[config.mk]
export PLATFORM = sky130hd
export DESIGN_NAME = core_bus
export DESIGN_NICKNAME = d
export VERILOG_FILES = /design/src/rtl/core_bus_pkg.sv /design/src/rtl/core_bus_fifo.sv /design/src/rtl/core_bus.sv
export SDC_FILE = /design/constraint.sdc
export NUM_CORES = 1
export LEC_CHECK = 0
export CAP_MARGIN = 30
export CORE_MARGIN = 4
export CORE_UTILIZATION = 55
export CTS_BUF_LIST = sky130_fd_sc_hd__clkbuf_8
export CTS_CLUSTER_DIAMETER = 150
export DETAILED_ROUTE_END_ITERATION = 12
export GPL_TIMING_DRIVEN = 0
export PLACE_DENSITY = 0.78
export SETUP_SLACK_MARGIN = 0.05
export SLEW_MARGIN = 25
export SYNTH_ARGS = -nofsm -noshare
export SYNTH_HDL_FRONTEND = slang
export SYNTH_SLANG_ARGS = --single-unit
export TNS_END_PERCENT = 1
[constraint.sdc]
create_clock -name clock -period 4.1 [get_ports clock]
set_clock_uncertainty 0.2 [all_clocks]
set_input_delay 0.82 -clock clock [delete_from_list [all_inputs] [get_ports clock]]
set_output_delay 0.82 -clock clock [all_outputs]
set_load 0.01 [all_outputs]
[src/rtl/core_bus_pkg.sv]
// Shared encodings for the core bus bridge and its UART transmitter.
// Defining CORE_BUS_PARITY_EN adds the PARITY state to the transmitter encoding.
package core_bus_pkg;

    typedef enum logic [2:0] {
        ST_IDLE   = 3'd0,
        ST_START  = 3'd1,
        ST_DATA   = 3'd2,
        ST_STOP   = 3'd3
`ifdef CORE_BUS_PARITY_EN
        , ST_PARITY = 3'd4
`endif
    } tx_state_t;

    localparam int STAT_FULL  = 0;
    localparam int STAT_EMPTY = 1;
    localparam int STAT_BUSY  = 2;
    localparam int STAT_OVF   = 3;

    localparam logic [19:0] DEFAULT_IO_BASE = 20'hFFFF0;

    function automatic logic even_parity(input logic [7:0] d);
        return ^d;
    endfunction

endpackage

[src/rtl/core_bus_fifo.sv]
// Synchronous transmit FIFO; a push and a pop in the same cycle both succeed
// even when full or empty (an empty FIFO forwards the pushed byte to the head).
module core_bus_fifo #(
    parameter int DEPTH = 16,
    parameter int WIDTH = 8
) (
    input  logic                     clock,
    input  logic                     reset,
    input  logic                     i_push,
    input  logic [WIDTH-1:0]         i_push_data,
    input  logic                     i_pop,
    output logic                     o_full,
    output logic                     o_empty,
    output logic [$clog2(DEPTH):0]   o_count,
    output logic [WIDTH-1:0]         o_head
);
    localparam int AW = $clog2(DEPTH);
    localparam logic [AW:0] FULL_CNT = DEPTH[AW:0];

    logic [WIDTH-1:0] r_mem [DEPTH];
    logic [AW-1:0]    r_wr;
    logic [AW-1:0]    r_rd;
    logic [AW:0]      r_count;
    logic             w_do_push;
    logic             w_do_pop;

    // Status flags, accepted push/pop and head selection
    always_comb begin
        o_full    = (r_count == FULL_CNT);
        o_empty   = (r_count == {(AW+1){1'b0}});
        o_count   = r_count;
        w_do_push = i_push & (~o_full | i_pop);
        w_do_pop  = i_pop & (~o_empty | i_push);
        if (o_empty) begin
            o_head = i_push_data;
        end else begin
            o_head = r_mem[r_rd];
        end
    end

    // Storage write; payload needs no reset
    always_ff @(posedge clock) begin
        if (w_do_push) begin
            r_mem[r_wr] <= i_push_data;
        end
    end

    // Pointers wrap naturally because DEPTH is a power of two
    always_ff @(posedge clock) begin
        if (reset) begin
            r_wr    <= {AW{1'b0}};
            r_rd    <= {AW{1'b0}};
            r_count <= {(AW+1){1'b0}};
        end else begin
            if (w_do_push) begin
                r_wr <= r_wr + {{(AW-1){1'b0}}, 1'b1};
            end
            if (w_do_pop) begin
                r_rd <= r_rd + {{(AW-1){1'b0}}, 1'b1};
            end
            case ({w_do_push, w_do_pop})
                2'b10:   r_count <= r_count + {{AW{1'b0}}, 1'b1};
                2'b01:   r_count <= r_count - {{AW{1'b0}}, 1'b1};
                default: r_count <= r_count;
            endcase
        end
    end

endmodule

[src/rtl/core_bus.sv]
// Core bus bridge: RAM pass-through plus a 2-byte I/O window feeding a UART transmitter.
// Defining CORE_BUS_PARITY_EN sends an even-parity bit between the data bits and STOP.
module core_bus
    import core_bus_pkg::*;
#(
    parameter int          BAUD_DIV   = 434,
    parameter int          FIFO_DEPTH = 16,
    parameter logic [19:0] IO_BASE    = DEFAULT_IO_BASE
) (
    input  logic        clock,
    input  logic        reset,
    input  logic [19:0] address,
    input  logic [7:0]  wdata,
    input  logic        wren,
    output logic [7:0]  rdata,
    output logic [19:0] ram_address,
    output logic [7:0]  ram_wdata,
    output logic        ram_wren,
    input  logic [7:0]  ram_rdata,
    output logic        uart_tx
);
    localparam int          AW        = $clog2(FIFO_DEPTH);
    localparam int          CW        = AW + 1;
    localparam int          BW        = (BAUD_DIV > 2) ? $clog2(BAUD_DIV) : 1;
    localparam int          BL        = BAUD_DIV - 1;
    localparam logic [BW-1:0] BAUD_LAST = BL[BW-1:0];
    localparam logic [19:0] IO_DATA   = IO_BASE + 20'd1;

    logic          w_is_stat;
    logic          w_is_data;
    logic          w_io_sel;
    logic          w_push;
    logic          w_clr;
    logic          w_pop;
    logic          w_drop;
    logic          w_full;
    logic          w_empty;
    logic [CW-1:0] w_count;
    logic [7:0]    w_head;
    logic [7:0]    w_status;

    tx_state_t     r_state;
    logic [BW-1:0] r_baud;
    logic [2:0]    r_bit;
    logic [7:0]    r_shift;
    logic          r_tx;
    logic          r_ovf;
`ifdef CORE_BUS_PARITY_EN
    logic          r_par;
`endif

    // Address decode, FIFO handshake and read-data mux
    always_comb begin
        w_is_stat = (address == IO_BASE);
        w_is_data = (address == IO_DATA);
        w_io_sel  = w_is_stat | w_is_data;
        w_push    = wren & w_is_data;
        w_clr     = wren & w_is_stat;
        w_pop     = (r_state == ST_IDLE) && (w_count != {CW{1'b0}});
        // A pop in the same cycle frees a slot, so a full FIFO still accepts the byte
        w_drop    = w_push & w_full & ~w_pop;
        w_status  = 8'h00;
        w_status[STAT_FULL]  = w_full;
        w_status[STAT_EMPTY] = w_empty;
        w_status[STAT_BUSY]  = (r_state != ST_IDLE);
        w_status[STAT_OVF]   = r_ovf;
        if (!w_io_sel) begin
            rdata = ram_rdata;
        end else if (w_is_stat) begin
            rdata = w_status;
        end else begin
            rdata = 8'h00;
        end
    end

    assign ram_address = address;
    assign ram_wdata   = wdata;
    assign ram_wren    = wren & ~w_io_sel;
    assign uart_tx     = r_tx;

    core_bus_fifo #(
        .DEPTH (FIFO_DEPTH),
        .WIDTH (8)
    ) u_fifo (
        .clock       (clock),
        .reset       (reset),
        .i_push      (w_push),
        .i_push_data (wdata),
        .i_pop       (w_pop),
        .o_full      (w_full),
        .o_empty     (w_empty),
        .o_count     (w_count),
        .o_head      (w_head)
    );

    // Sticky overflow flag, cleared by any write to the status address
    always_ff @(posedge clock) begin
        if (reset) begin
            r_ovf <= 1'b0;
        end else if (w_clr) begin
            r_ovf <= 1'b0;
        end else if (w_drop) begin
            r_ovf <= 1'b1;
        end else begin
            r_ovf <= r_ovf;
        end
    end

    // Transmitter FSM; r_tx is loaded with the level of the state being entered
    always_ff @(posedge clock) begin
        if (reset) begin
            r_state <= ST_IDLE;
            r_baud  <= {BW{1'b0}};
            r_bit   <= 3'd0;
            r_shift <= 8'h00;
            r_tx    <= 1'b1;
`ifdef CORE_BUS_PARITY_EN
            r_par   <= 1'b0;
`endif
        end else begin
            case (r_state)
                ST_IDLE: begin
                    if (w_pop) begin
                        r_shift <= w_head;
`ifdef CORE_BUS_PARITY_EN
                        r_par   <= even_parity(w_head);
`endif
                        r_baud  <= {BW{1'b0}};
                        r_bit   <= 3'd0;
                        r_tx    <= 1'b0;
                        r_state <= ST_START;
                    end
                end
                ST_START: begin
                    if (r_baud == BAUD_LAST) begin
                        r_baud  <= {BW{1'b0}};
                        r_tx    <= r_shift[0];
                        r_state <= ST_DATA;
                    end else begin
                        r_baud <= r_baud + {{(BW-1){1'b0}}, 1'b1};
                    end
                end
                ST_DATA: begin
                    if (r_baud == BAUD_LAST) begin
                        r_baud <= {BW{1'b0}};
                        if (r_bit == 3'd7) begin
                            r_bit <= 3'd0;
`ifdef CORE_BUS_PARITY_EN
                            r_tx    <= r_par;
                            r_state <= ST_PARITY;
`else
                            r_tx    <= 1'b1;
                            r_state <= ST_STOP;
`endif
                        end else begin
                            r_bit   <= r_bit + 3'd1;
                            r_shift <= {1'b0, r_shift[7:1]};
                            r_tx    <= r_shift[1];
                        end
                    end else begin
                        r_baud <= r_baud + {{(BW-1){1'b0}}, 1'b1};
                    end
                end
`ifdef CORE_BUS_PARITY_EN
                ST_PARITY: begin
                    if (r_baud == BAUD_LAST) begin
                        r_baud  <= {BW{1'b0}};
                        r_tx    <= 1'b1;
                        r_state <= ST_STOP;
                    end else begin
                        r_baud <= r_baud + {{(BW-1){1'b0}}, 1'b1};
                    end
                end
`endif
                ST_STOP: begin
                    if (r_baud == BAUD_LAST) begin
                        r_baud  <= {BW{1'b0}};
                        r_state <= ST_IDLE;
                    end else begin
                        r_baud <= r_baud + {{(BW-1){1'b0}}, 1'b1};
                    end
                end
                default: begin
                    r_state <= ST_IDLE;
                    r_tx    <= 1'b1;
                end
            endcase
        end
    end

endmodule

==> Yosys cells after proc, flatten, opt, wreduce, memory -nomap -nowiden <==
Memories as Yosys holds them, arrays and structs flattened. A register that Yosys moved wholly into a read port is not among the register bits.
Index checks and enable logic that the tools add are counted.
{ "word_totals": {"register_bits": 38, "latch_bits": 0, "ramBits": 128, "mem_bits_ro": 0, "input_bits": 39, "output_inout_bits": 38, "word_cells": 92, "n_memories": 1} }
{ "classes": {"addsub": 6, "mul": 0, "div_mod_pow": 0, "order_cmp": 0, "eq_ne": 16, "shift": 0, "n_mux": 30, "bitwise_logic": 15, "n_reduce_logical": 15} }
{ "memory_table": {"columns": ["memory", "depth", "width", "read_ports", "rd_ports_with_merged_regs", "write_ports", "line", "text"], "rows": [
  ["u_fifo.r_mem", 16, 8, 1, 1, 1, "core_bus_fifo.sv:20", "logic [WIDTH-1:0] r_mem [DEPTH];"]
]} }
{ "op_table": {"columns": ["operator", "count"], "rows": [
  ["$eq 20x20->1 const B", 2],
  ["$mux 8", 5],
  ["$mux 3", 8],
  ["$mux 9", 2],
  ["$pmux 9 s2", 1],
  ["$pmux 8 s2", 1],
  ["$mux 4", 3],
  ["$pmux 3 s4", 1],
  ["$ne 2x2->1 const B", 5],
  ["$pmux 5 s2", 1],
  ["$add 9x1->9 const B", 1],
  ["$eq 9x9->1 const B", 1],
  ["$add 4x1->4 const B", 2],
  ["$reduce_and 4->1", 2],
  ["$and 1x1->1", 7],
  ["$eq 3x2->1 const B", 2],
  ["$mux 1", 6],
  ["$pmux 3 s2", 1],
  ["$reduce_bool 2->1", 3],
  ["$add 5x1->5 const B", 1],
  ["$eq 5x5->1 const B", 1],
  ["$logic_not 5->1", 1],
  ["$not 1->1", 5],
  ["$reduce_and 5->1", 1],
  ["other kinds (17)", 19]
]} }

==> Depth between registers and ports, before layout <==
Gate-level depths: netlist of run 1.
{ "logic_depth": {"word_depth": 6, "ltp_mapped": 17} }

==> Hierarchy <==
From an unflattened synthesis of run 1, not the netlist that was laid out.
{ "unflattened": {"cells_unflattened": 547, "hier_area_um2": 7795.0} }
{ "modules_own_cells": {"columns": ["mod", "n_inst", "cells_each", "area_each_um2", "seq_area_each_um2"], "rows": [
  ["core_bus_fifo", 1, 340, 6029.5, 4184.0],
  ["core_bus", 1, 207, 1765.4, 480.5]
]} }

==> Least setup slack after synthesis of run 1 <==
Ideal clock, no wire load.
{ "synth_timing": {"kind": "input-to-reg", "start": "input port address[1]", "end": "register u_fifo.r_count[2], in the netlist u_fifo.o_count[2]", "setup_ps": 71, "arrival_ps": 3467, "path_slack_ps": 362, "stages": 13, "n_path_buf": 2, "cell_sequence": "or4b_4 -> nor4_4 -> and4_1 -> buf_6 -> inv_4 -> ha_1 -> clkbuf_1 -> xor2_1 -> ha_1 -> a21oi_1 -> xor2_1 -> or3_1 -> a21oi_1"} }
{ "synth_via": {"elab_chain_cells": 6, "word_cells_on_any_way": 9, "classes_between": "3 x eq/ne; 1 x mux; 4 x bitwise; 1 x reduce/logical"} }
{ "synth_rtl": {"columns": ["element", "line", "text"], "rows": [
  ["from (decl)", "core_bus.sv:12", "input logic [19:0] address,"],
  ["$eq 20x20->1 (*)", "core_bus.sv:55", "w_is_data = (address == IO_DATA);"],
  ["$and 1x1->1 (*)", "core_bus.sv:57", "w_push = wren & w_is_data;"],
  ["$or 1x1->1", "core_bus_fifo.sv:33", "w_do_pop = i_pop & (~o_empty | i_push);"],
  ["$and 1x1->1", "core_bus_fifo.sv:33", null],
  ["$eq 2x1->1 / $eq 2x2->1 (equally long branches)", "core_bus_fifo.sv:61", "case ({w_do_push, w_do_pop})"],
  ["$pmux 5 s2 / $reduce_bool 2->1 (equally long branches)", null, null],
  ["to (signal assigned)", "core_bus_fifo.sv:62", "2'b10: r_count <= r_count + {{AW{1'b0}}, 1'b1};"],
  ["to (signal assigned)", "core_bus_fifo.sv:63", "2'b01: r_count <= r_count - {{AW{1'b0}}, 1'b1};"],
  ["to (signal assigned)", "core_bus_fifo.sv:64", "default: r_count <= r_count;"],
  ["to (decl)", "core_bus_fifo.sv:23", "logic [AW:0] r_count;"]
]} }
Mark *: on every way between the ends. The rest lies on a longest branch, timed or not.
A chain may end at the register's enable or synchronous reset.

==> Worst setup path after layout of run 1 <==
{ "layout_timing": {"start": "input port address[3]", "end": "output port rdata[6]"} }
{ "layout_via": {"elab_chain_cells": 3, "word_cells_on_any_way": 4, "classes_between": "2 x eq/ne; 1 x mux; 1 x bitwise"} }
{ "layout_rtl": {"columns": ["element", "line", "text"], "rows": [
  ["$eq 20x20->1, on equally long branches", "core_bus.sv:54, core_bus.sv:55", null],
  ["$or 1x1->1 (*)", "core_bus.sv:56", "w_io_sel = w_is_stat | w_is_data;"],
  ["$mux 8 (*)", "core_bus.sv:67", "if (!w_io_sel) begin"],
  ["to (decl)", "core_bus.sv:15", "output logic [7:0] rdata,"]
]} }
Marked as above.

==> reports/results.ini, run 1 <==
[outcome]
status = complete, no violations

[power_and_ir_drop]
p_leak_nw = 3.00
powerDensity_nw_per_um2 = 361
finalPower_mw = 3.23
ir_worst_vdd_v = 0.000430

[global_route]
grt_usage_pct = 21.8
grt_antenna_before_repair = 0
overflow = 0
grt_max_degree = 19
grt_pass1_wl_um = 26200
grt_pass1_vias = 4866

[worst_setup_path]
worstPathMaxFanout = 10
critPathArrivalTime_ns = 2.90
endpoint_kind = primary output
crit_type = in2out
required_ns = 3.08
startpoint_type = input pin

[die]
die_h_um = 125
floorplan.die_area_um2 = 15600
ios = 77
coreArea_um2 = 13300
initial_core_util_pct = 56.4
fp-row-count = 42
die_x_um = 125

[synth]
synth_area_leaders = edfxtp_1, dfxtp_1, mux4_2, ha_1, buf_4
muxShareOfSynthArea_pct = 10.8
yosys_warnings = 0
synth_edf_count = 128
synthArstFlopShare_pct = 0
syn-num-nets = 605
yosys.area_share.adder_pct = 2.84
syn_area_um2 = 7500
ys_seq_area_share_pct = 62.2
synth_top_family_by_area = multiplexers
yosysMostFrequentCell = edfxtp_1
synth.distinct_cells = 53
syn_area_per_cell_um2 = 13.7
netlist_instances = 549
synth-simple-area-share_pct = 10.6
synth_common_cells = edfxtp_1, nor2_1, dfxtp_1
synth_ff_type = edfxtp_1
synth_largest_area_cell = edfxtp_1
ys_ff_latch = 169
synthXorXnorAreaFrac_pct = 1.05
yosysTopAreaCellShare_pct = 51.3
synth-compound-area-share_pct = 7.53

[layout]
syn2layout_area_growth_pct = 19.4
fillers = 901
finalNetCount = 701
regArea_um2 = 4660
multiInputGateArea_um2 = 2520
drive_above_1_share_pct = 17.8
diodes = 0

[sta]
hold_viol_final = 0
slew_violations = 0
rsz0062_at_grt = no
min_period_ns = 3.92
fmax_ghz = 0.255
slew_headroom_pct = 37.6
setup_viol = 0
timing.final.crit_share_pct = 95.7
holdWs_ns = 0.263
tightest_slew_ns = 0.933

[run]
cap_violations = 0

[clock_tree]
worstSkewPairLatency_ns = 0.46
clock_sinks = 169
clk_path_buf_depth = 2
cts.clk_slew.worst_paths_ns = 0.09
clockRootBuffer = clkbuf_8
cts_tree = yes
cts_buffers = 17
cts_max_level = 4

[route]
drtIter0Drc = 462
vias_per_cell = 5.88
wirelength_um = 16300
dr_total_vias = 4902
wl_per_cell_um = 19.6
ant_nets = 0
remaining_drc_errors = 0
dr.pass1.iters = 5

[placed_design]
port-buffer-count = 76
dpl.hpwl_um = 11500
gp_congestion = 0.882

[worst_hold_path]
holdCritPathClass = reg2reg

==> registers in the layout, indices dropped and copies added, names as in the netlist, named ones only <==
signal	cells
u_fifo.r_mem	128
r_baud	9
r_shift	8
u_fifo.o_count	5
u_fifo.r_rd	4
u_fifo.r_wr	4
r_bit	3
r_state	2
r_ovf	1
uart_tx	1
==> critical path, stage by stage <==
cell and delay, ns:
clkdlybuf4s50_1 0.42, or4b_4 0.59, nor2_4 0.13, nand3_2 0.11, clkbuf_8 0.19, and2_1 0.15
clkdlybuf4s50_1 0.48
==> routing by layer <==
layer	global-route usage, %	wire length (um)	vias to the layer above
met1	28.6	6630	2432
met5	0	0	-
met4	7.61	296	0
met3	4.72	1060	29
li1	-	-	2260
met2	36.2	8310	181
==> area by class of cell <==
class / count / area share, %
clock buffers: 17 / 2.61
flip-flops and latches: 169 / 52.1
plain buffers: 52 / 3.62
repair buffers: 78 / 8.75
multi-input cells: 314 / 28.1
inverters: 13 / 0.573
clock inverters: 14 / 1.79
well taps: 176 / 2.46
==> cell families (layout without fill, tap and decap cells) <==
| logic type | count (synthesis) | in the layout |
|---|---|---|
| flops | 169 | 169 |
| simple gates | 156 | 156 |
| compound gates | 87 | 87 |
| buf+inv | 66 | 174 |
| mux | 45 | 45 |
| fa+ha+maj | 17 | 17 |
| xor+xnor | 9 | 9 |
==> layout by cell type, fill, tap and decap left out, types with 5 or more instances in the layout <==
master / count
buf_4: 30
nor2b_1: 12
edfxtp_1: 128
nor3_2: 5
nor3_1: 13
a221o_1: 5
inv_6: 6
clkbuf_8: 18
nand4_1: 6
clkbuf_1: 14
o21ai_0: 19
xor2_1: 5
nand2b_1: 5
nor2_1: 54
inv_1: 12
mux2_2: 9
ha_1: 16
or3_1: 8
clkdlybuf4s50_1: 73
mux4_2: 28
a21oi_1: 27
dfxtp_1: 41
nand3b_1: 5
mux2i_1: 8
buf_2: 5
nand2_1: 22
nand3_1: 7
==> repair_timing <==
action / in CTS / in global routing
setup endpoints to repair: 6 / 5
buffers inserted: 0 / 0
pin swaps: 0 / 1
resized for setup: 6 / 7
hold buffers: 0 / 0
==> where the power goes <==
group / switching, mW / total, mW / internal, mW / leakage (nW)
Combinational: 0.0961 / 0.199 / 0.103 / 1.32
Clock: 0.627 / 1.18 / 0.554 / 0.200
Sequential: 0.00549 / 1.85 / 1.84 / 1.48
Total: 0.728 / 3.23 / 2.50 / 3.00
==> final timing paths <==
check	start	endpoint	slack [ns]	cells after the start
max	address[3]	rdata[6]	0.18	7
max reg2reg	r_state[0]$_SDFFE_PP0P_	u_fifo.o_count[4]$_SDFFE_PP0P_	0.55	13
min reg2reg	r_bit[2]$_SDFFE_PP0P_	r_bit[2]$_SDFFE_PP0P_	0.26	2
min	r_bit[2]$_SDFFE_PP0P_	r_bit[2]$_SDFFE_PP0P_	0.26	2
==> per-stage QoR <==
step / utilization [%] / setup slack [ns] / std cells / TNS, ns / area, um2
6_report: 67.3 / 0.175 / 833 / 0 / 8950
5_1_grt: 67.3 / 0.117 / 833 / 0 / 8950
4_1_cts: 67.2 / 0.0471 / 834 / 0 / 8930
3_5_place_dp: 64.0 / -0.391 / 803 / -0.939 / 8510
3_3_place_gp: 63.8 / -0.384 / 801 / -11.64 / 8480
2_1_floorplan: - / 0.362 / 549 / 0 / 7500
No activity file was read; power rests on OpenSTA's default activity.
==> run 2, diff against run 1 <==
--- a/config.mk
+++ b/config.mk
@@ -11,6 +11,7 @@
 export CTS_BUF_LIST = sky130_fd_sc_hd__clkbuf_8
 export CTS_CLUSTER_DIAMETER = 150
 export DETAILED_ROUTE_END_ITERATION = 12
+export GPL_ROUTABILITY_DRIVEN = 1
 export GPL_TIMING_DRIVEN = 0
 export PLACE_DENSITY = 0.78
 export SETUP_SLACK_MARGIN = 0.05
==> constraint.sdc (replaced) <==
create_clock -name clock -period 4.62 [get_ports clock]
set_clock_uncertainty 0.2 [all_clocks]
set_input_delay 0.924 -clock clock [delete_from_list [all_inputs] [get_ports clock]]
set_output_delay 0.924 -clock clock [all_outputs]
set_load 0.01 [all_outputs]
==> run 2 against run 1 <==
  * Via count down 0.41%
  * Combinational power fell by 11%
  * Global-route usage is 0.065 points lower
  * Sequential power is 11% lower
  * Utilization fell by 0.34 points
  * Final area down 0.50%
  * Setup slack better by 0.049 ns
  * Routed wire length is 0.69% lower
  * Power decreased by 11%
  * Sequential cell count did not move
  * Critical endpoint is now rdata[1]
==> reports/results.ini, run 2 (same netlist as run 1, synthesis figures left out) <==
[worst_setup_path]
critPathArrivalTime_ns = 3.27  ; was 2.90 ns
endpoint_kind = primary output  ; unchanged
cpMostUsedCell = clkdlybuf4s50_1  ; unchanged
timing.rr.start = r_state[0]$_SDFFE_PP0P_  ; unchanged
r2r_setup_slack_ns = 0.89  ; was 0.55 ns
crit_type = in2out  ; unchanged
crit_end = rdata[1]  ; was rdata[6]
worstPathMaxFanout = 10  ; unchanged
max_stage_delay_ns = 0.57  ; was 0.59 ns
startpoint_type = input pin  ; unchanged
r2r-end = u_fifo.o_count[4]$_SDFFE_PP0P_  ; unchanged
cp-startpoint = address[1]  ; was address[3]
crit_slowest_cell = or4b_4  ; unchanged
required_ns = 3.50  ; was 3.08 ns
path_cells = clkdlybuf4s50_1 -> or4b_4 -> nor2_1 -> nand3_1 -> clkbuf_1 -> nor3_1 -> a21o_1 -> clkdlybuf4s50_1  ; was clkdlybuf4s50_1 -> or4b_4 -> nor2_4 -> nand3_2 -> clkbuf_8 -> and2_1 -> clkdlybuf4s50_1
rr_worst_depth = 14  ; was 13

[clock_tree]
cts_buffers = 17  ; unchanged
cts.clk_slew.worst_paths_ns = 0.09  ; about the same
post_cts_buffers = 0  ; unchanged
clockRootBuffer = clkbuf_8  ; unchanged
cts_max_level = 4  ; unchanged
cts-resized-gates = 0  ; was 6
clock_sinks = 169  ; unchanged
cts_tree = yes  ; unchanged
cts_hold_buf = 0  ; unchanged
worstSkewPairLatency_ns = 0.46  ; about the same
clk_path_buf_depth = 2  ; unchanged

[layout]
fillers = 911  ; was 901
finalNetCount = 702  ; was 701
regMostFlops = u_fifo.r_mem  ; unchanged
layout_common_cells = edfxtp_1, clkdlybuf4s50_1, nor2_1  ; unchanged
diodes = 0  ; unchanged
layout_commonest_cell = edfxtp_1  ; unchanged
largestRegisters = u_fifo.r_mem (128), r_baud (9), r_shift (8)  ; unchanged
largest_reg_flops = 128  ; unchanged
final_area_um2 = 8910  ; was 8950 um2
drive_above_1_share_pct = 16.9  ; was 17.8%
syn2layout_area_growth_pct = 18.8  ; was 19.4%

[placed_design]
port-buffer-count = 76  ; unchanged
gp_congestion = 0.882  ; unchanged
place_area_um2 = 8510  ; unchanged
dpl.hpwl_um = 11500  ; unchanged

[sta]
tightest_slew_ns = 0.900  ; was 0.933 ns
final.setup.tns_ns = 0  ; unchanged
setup_viol = 0  ; unchanged
slew_headroom_pct = 39.8  ; was 37.6%
rsz0062_at_grt = no  ; unchanged
hold_viol_final = 0  ; unchanged
slew_violations = 0  ; unchanged
fmax_ghz = 0.227
min_period_ns = 4.40
timing.final.crit_share_pct = 95.2

[global_route]
grt_pass1_wl_um = 26100  ; was 26200 um
grt_antenna_before_repair = 0  ; unchanged
grt_max_degree = 19  ; unchanged
overflow = 0  ; unchanged
grt_usage_pct = 21.7  ; was 21.8%
grt_pass1_vias = 4847  ; was 4866

[die]
fp-row-count = 42  ; unchanged
initial_core_util_pct = 56.4  ; unchanged
floorplan.die_area_um2 = 15600  ; unchanged
die_h_um = 125  ; unchanged
ios = 77  ; unchanged
coreArea_um2 = 13300  ; unchanged
die_x_um = 125  ; unchanged

[route]
dr_total_vias = 4882  ; was 4902
remaining_drc_errors = 0  ; unchanged
wirelength_um = 16200  ; was 16300 um
wl_per_cell_um = 19.4  ; was 19.6 um
vias_per_cell = 5.85  ; was 5.88
ant_nets = 0  ; unchanged
dr.pass1.iters = 5  ; unchanged
drtIter0Drc = 476  ; was 462

[power_and_ir_drop]
ir_worst_vdd_v = 0.000383  ; was 0.000430 V
powerDensity_nw_per_um2 = 322  ; was 361 nW/um2
p_leak_nw = 2.96  ; was 3.00 nW

[worst_hold_path]
holdCritPathClass = reg2reg  ; unchanged

[outcome]
status = complete, no violations  ; unchanged

[run]
cap_violations = 0  ; unchanged

## run 2: changes by cell type in the layout (fill, tap and decap cells not counted), sizes merged
cell,previous run,this run
clkbuf,32,33
clkdlybuf4s50,73,76
dlymetal6s2s,3,0
## run 2: report_power, final
group	leakage [nW]	switching (mW)	total [mW]	internal [mW]
Sequential	1.48	0.00482	1.64	1.63
Combinational	1.28	0.0851	0.177	0.0918
Clock	0.200	0.557	1.05	0.492
Total	2.96	0.647	2.87	2.22
## run 2: cell type report
cell class                      count  area (um2)  area share [%]
Inverter                           13        51.3           0.576
Tap cell                          176         220            2.47
Timing Repair Buffer               78         776            8.71
Buffer                             53         318            3.57
Multi-Input combinational cell    314        2480            27.9
Clock inverter                     14         160            1.80
Sequential cell                   169        4660            52.4
Clock buffer                       17         234            2.63
## run 2: worst min path at each step
stage,slack (ns),startpoint,end,cells after the start
after floorplan,0.24,r_bit[1]$_SDFFE_PP0P_,r_bit[1]$_SDFFE_PP0P_,2
after global placement,0.24,r_bit[1]$_SDFFE_PP0P_,r_bit[1]$_SDFFE_PP0P_,2
after detailed placement,0.25,r_bit[2]$_SDFFE_PP0P_,r_bit[2]$_SDFFE_PP0P_,2
after CTS,0.26,r_bit[2]$_SDFFE_PP0P_,r_bit[2]$_SDFFE_PP0P_,2
after global routing,0.29,r_bit[2]$_SDFFE_PP0P_,r_bit[2]$_SDFFE_PP0P_,2
final,0.26,r_bit[2]$_SDFFE_PP0P_,r_bit[2]$_SDFFE_PP0P_,2
## run 2: worst max-delay path: cells and delay by family
kind,cells,cell delay [ns]
and+or+nand+nor,4,1.05
buffers and inverters,3,1.19
AOI/OAI and AO/OA,1,0.11
## run 2: per-layer routing
| layer | vias up | global-route usage, % | routed length (um) |
|---|---|---|---|
| met1 | 2409 | 28.6 | 6560 |
| met3 | 31 | 4.76 | 1110 |
| met2 | 179 | 35.8 | 8180 |
| met4 | 0 | 7.80 | 327 |
| met5 | - | 0 | 0 |
| li1 | 2263 | - | - |
## run 2: stage by stage
step           hold slack, ns  worst slack (ns)  power (mW)  instances  util [%]
3_3_place_gp            0.244            0.0325        1.84        801      63.8
6_report                0.264             0.224        2.87        834      67.0
3_5_place_dp            0.253            0.0247        1.85        803      64.0
5_1_grt                 0.286            0.0605        2.97        834      67.0
2_1_floorplan           0.236             0.778        1.75        549         -
4_1_cts                 0.265             0.205        2.87        834      67.0
==> run 3, diff against run 2 <==
--- a/config.mk
+++ b/config.mk
@@ -5,6 +5,7 @@
 export SDC_FILE = /design/constraint.sdc
 export NUM_CORES = 1
 export LEC_CHECK = 0
+export ABC_AREA = 0
 export CAP_MARGIN = 30
 export CORE_MARGIN = 4
 export CORE_UTILIZATION = 55
@@ -14,6 +15,7 @@
 export GPL_ROUTABILITY_DRIVEN = 1
 export GPL_TIMING_DRIVEN = 0
 export PLACE_DENSITY = 0.78
+export REMOVE_ABC_BUFFERS = 1
 export SETUP_SLACK_MARGIN = 0.05
 export SLEW_MARGIN = 25
 export SYNTH_ARGS = -nofsm -noshare
==> run 3 against run 2 <==
  * Utilization is 2.5 points lower
  * Clock power shrank 9%
  * Non-clock buffer count is 52 lower
  * Hold slack got worse by 0.0010 ns
  * Largest cell class unchanged
==> reports/results.ini, run 3 (same netlist as run 1, synthesis figures left out) <==
[power_and_ir_drop]
powerDensity_nw_per_um2 = 321  ; was 322 nW/um2
finalPower_mw = 2.75  ; was 2.87 mW
ir_worst_vdd_v = 0.000293  ; was 0.000383 V
p_leak_nw = 2.77  ; was 2.96 nW

[clock_tree]
cts.clk_slew.worst_paths_ns = 0.07  ; was 0.09 ns
cts_hold_buf = 0  ; unchanged
post_cts_buffers = 0  ; unchanged
cts-resized-gates = 0  ; unchanged
cts_tree = yes  ; unchanged
clockRootBuffer = clkbuf_8  ; unchanged
cts_max_level = 4  ; unchanged
worstSkewPairLatency_ns = 0.45  ; was 0.46 ns
cts_buffers = 17  ; unchanged
clock_sinks = 169  ; unchanged
clk_path_buf_depth = 2  ; unchanged

[route]
dr_total_vias = 4597  ; was 4882
drtIter0Drc = 511  ; was 476
wirelength_um = 15400  ; was 16200 um
ant_nets = 0  ; unchanged
remaining_drc_errors = 0  ; unchanged
dr.pass1.iters = 5  ; unchanged
vias_per_cell = 5.88  ; was 5.85
wl_per_cell_um = 19.7  ; was 19.4 um

[die]
initial_core_util_pct = 56.4  ; unchanged
fp-row-count = 42  ; unchanged
die_x_um = 125  ; unchanged
floorplan.die_area_um2 = 15600  ; unchanged
ios = 77  ; unchanged
coreArea_um2 = 13300  ; unchanged
die_h_um = 125  ; unchanged

[global_route]
grt_pass1_vias = 4634  ; was 4847
overflow = 0  ; unchanged
grt_max_degree = 42  ; was 19
grt_usage_pct = 20.5  ; was 21.7%
grt_pass1_wl_um = 24800  ; was 26100 um
grt_antenna_before_repair = 0  ; unchanged

[sta]
tightest_slew_ns = 0.933  ; was 0.900 ns
min_period_ns = 4.38  ; was 4.40 ns
timing.final.crit_share_pct = 94.7  ; was 95.2%
final.setup.tns_ns = 0  ; unchanged
rsz0062_at_grt = no  ; unchanged
setup_viol = 0  ; unchanged
holdWs_ns = 0.263  ; was 0.264 ns
hold_viol_final = 0  ; unchanged
fmax_ghz = 0.228  ; was 0.227 GHz
slew_violations = 0  ; unchanged
slew_headroom_pct = 37.5  ; was 39.8%

[placed_design]
port-buffer-count = 76  ; unchanged
place_area_um2 = 8230  ; was 8510 um2
dpl.hpwl_um = 10500  ; was 11500 um
gp_congestion = 0.853  ; was 0.882

[worst_setup_path]
r2r-end = u_fifo.o_count[4]$_SDFFE_PP0P_  ; unchanged
cpMostUsedCell = clkdlybuf4s50_1  ; unchanged
worstPathMaxFanout = 12  ; was 10
cp_num_buf_inv = 2  ; was 3
cp-startpoint = address[1]  ; unchanged
worst-path-stages = 7  ; was 8
path_cells = clkdlybuf4s50_1 -> or4b_4 -> nor2_1 -> nand3_1 -> nor3_1 -> a21o_1 -> clkdlybuf4s50_1  ; was clkdlybuf4s50_1 -> or4b_4 -> nor2_1 -> nand3_1 -> clkbuf_1 -> nor3_1 -> a21o_1 -> clkdlybuf4s50_1
endpoint_kind = primary output  ; unchanged
timing.rr.start = r_state[0]$_SDFFE_PP0P_  ; unchanged
crit_type = in2out  ; unchanged
crit_slowest_cell = or4b_4  ; unchanged
critPathArrivalTime_ns = 3.25  ; was 3.27 ns
startpoint_type = input pin  ; unchanged
r2r_setup_slack_ns = 1.04  ; was 0.89 ns
cp_top_family = simple AND/OR/NAND/NOR gates  ; was buffers and inverters
max_stage_delay_ns = 0.57  ; about the same
required_ns = 3.50  ; about the same
rr_worst_depth = 14  ; unchanged

[layout]
finalNetCount = 650  ; was 702
largestRegisters = u_fifo.r_mem (128), r_baud (9), r_shift (8)  ; unchanged
regMostFlops = u_fifo.r_mem  ; unchanged
syn2layout_area_growth_pct = 14.4  ; was 18.8%
diodes = 0  ; unchanged
drive_above_1_share_pct = 13.2  ; was 16.9%
layout_commonest_cell = edfxtp_1  ; unchanged
largest_reg_flops = 128  ; unchanged
layout_common_cells = edfxtp_1, clkdlybuf4s50_1, nor2_1  ; unchanged
final_area_um2 = 8580  ; was 8910 um2

[worst_hold_path]
hold_depth = 2  ; unchanged
holdCritPathClass = reg2reg  ; unchanged
min_to = r_bit[1]$_SDFFE_PP0P_  ; was r_bit[2]$_SDFFE_PP0P_
hold_start = r_bit[1]$_SDFFE_PP0P_  ; was r_bit[2]$_SDFFE_PP0P_

[outcome]
status = complete, no violations  ; unchanged

[run]
cap_violations = 0  ; unchanged

run 3: cell types whose count changed in the layout (fill, tap and decap cells not counted), sizes merged:
cell           previous run  this run
bufinv                    2         1
clkbuf                   33        17
clkdlybuf4s50            76        75
clkinv                    3         5
buf                      39         4
clkinvlp                  1         0
run 3: worst max path at each step:
| stage | to | slack (ns) |
|---|---|---|
| after floorplan | u_fifo.o_count[2]$_SDFFE_PP0P_ | 0.79 |
| after global placement | u_fifo.r_mem[3][7]$_DFFE_PP_ | -0.04 |
| after detailed placement | u_fifo.o_count[4]$_SDFFE_PP0P_ | -0.004 |
| after CTS | rdata[2] | 0.24 |
| after global routing | rdata[2] | 0.08 |
| final | rdata[2] | 0.24 |
run 3: layer usage:
layer  wire [um]  GRT usage (%)  up-vias
met2        8120           34.5      117
met3         607           4.85       33
met1        6330           26.0     2294
met4         375           7.16        0
li1            -              -     2153
met5           0              0        -
run 3: area by class of cell:
class,instances,area (um2)
sequential,169,4670
timing repair buffer,79,803
multi-input combinational,314,2480
tap,176,220
clock buffer,17,234
clock inverter,14,118
inverter,13,51.3
fill,964,4720
run 3: power by group:
part           switching, mW  internal (mW)  leakage [nW]
logic                 0.0802         0.0764          1.10
registers            0.00521           1.63          1.48
clock network          0.530          0.426         0.188
total                  0.615           2.14          2.77
run 3: worst register-to-register path, delay by kind of cell, from the launching register on:
kind / cells / cell delay [ns]
buf+inv: 3 / 0.43
simple gates: 3 / 0.61
fa+ha+maj: 3 / 0.90
compound gates: 3 / 0.62
flops: 1 / 0.35
xor+xnor: 2 / 0.33
run 3: stage by stage:
step | util (%) | instances | worst slack, ns
2_1_floorplan | - | 496 | 0.793
3_3_place_gp | 61.4 | 748 | -0.0424
3_5_place_dp | 61.9 | 751 | -0.00370
4_1_cts | 64.5 | 782 | 0.238
5_1_grt | 64.5 | 782 | 0.0850
6_report | 64.5 | 782 | 0.243
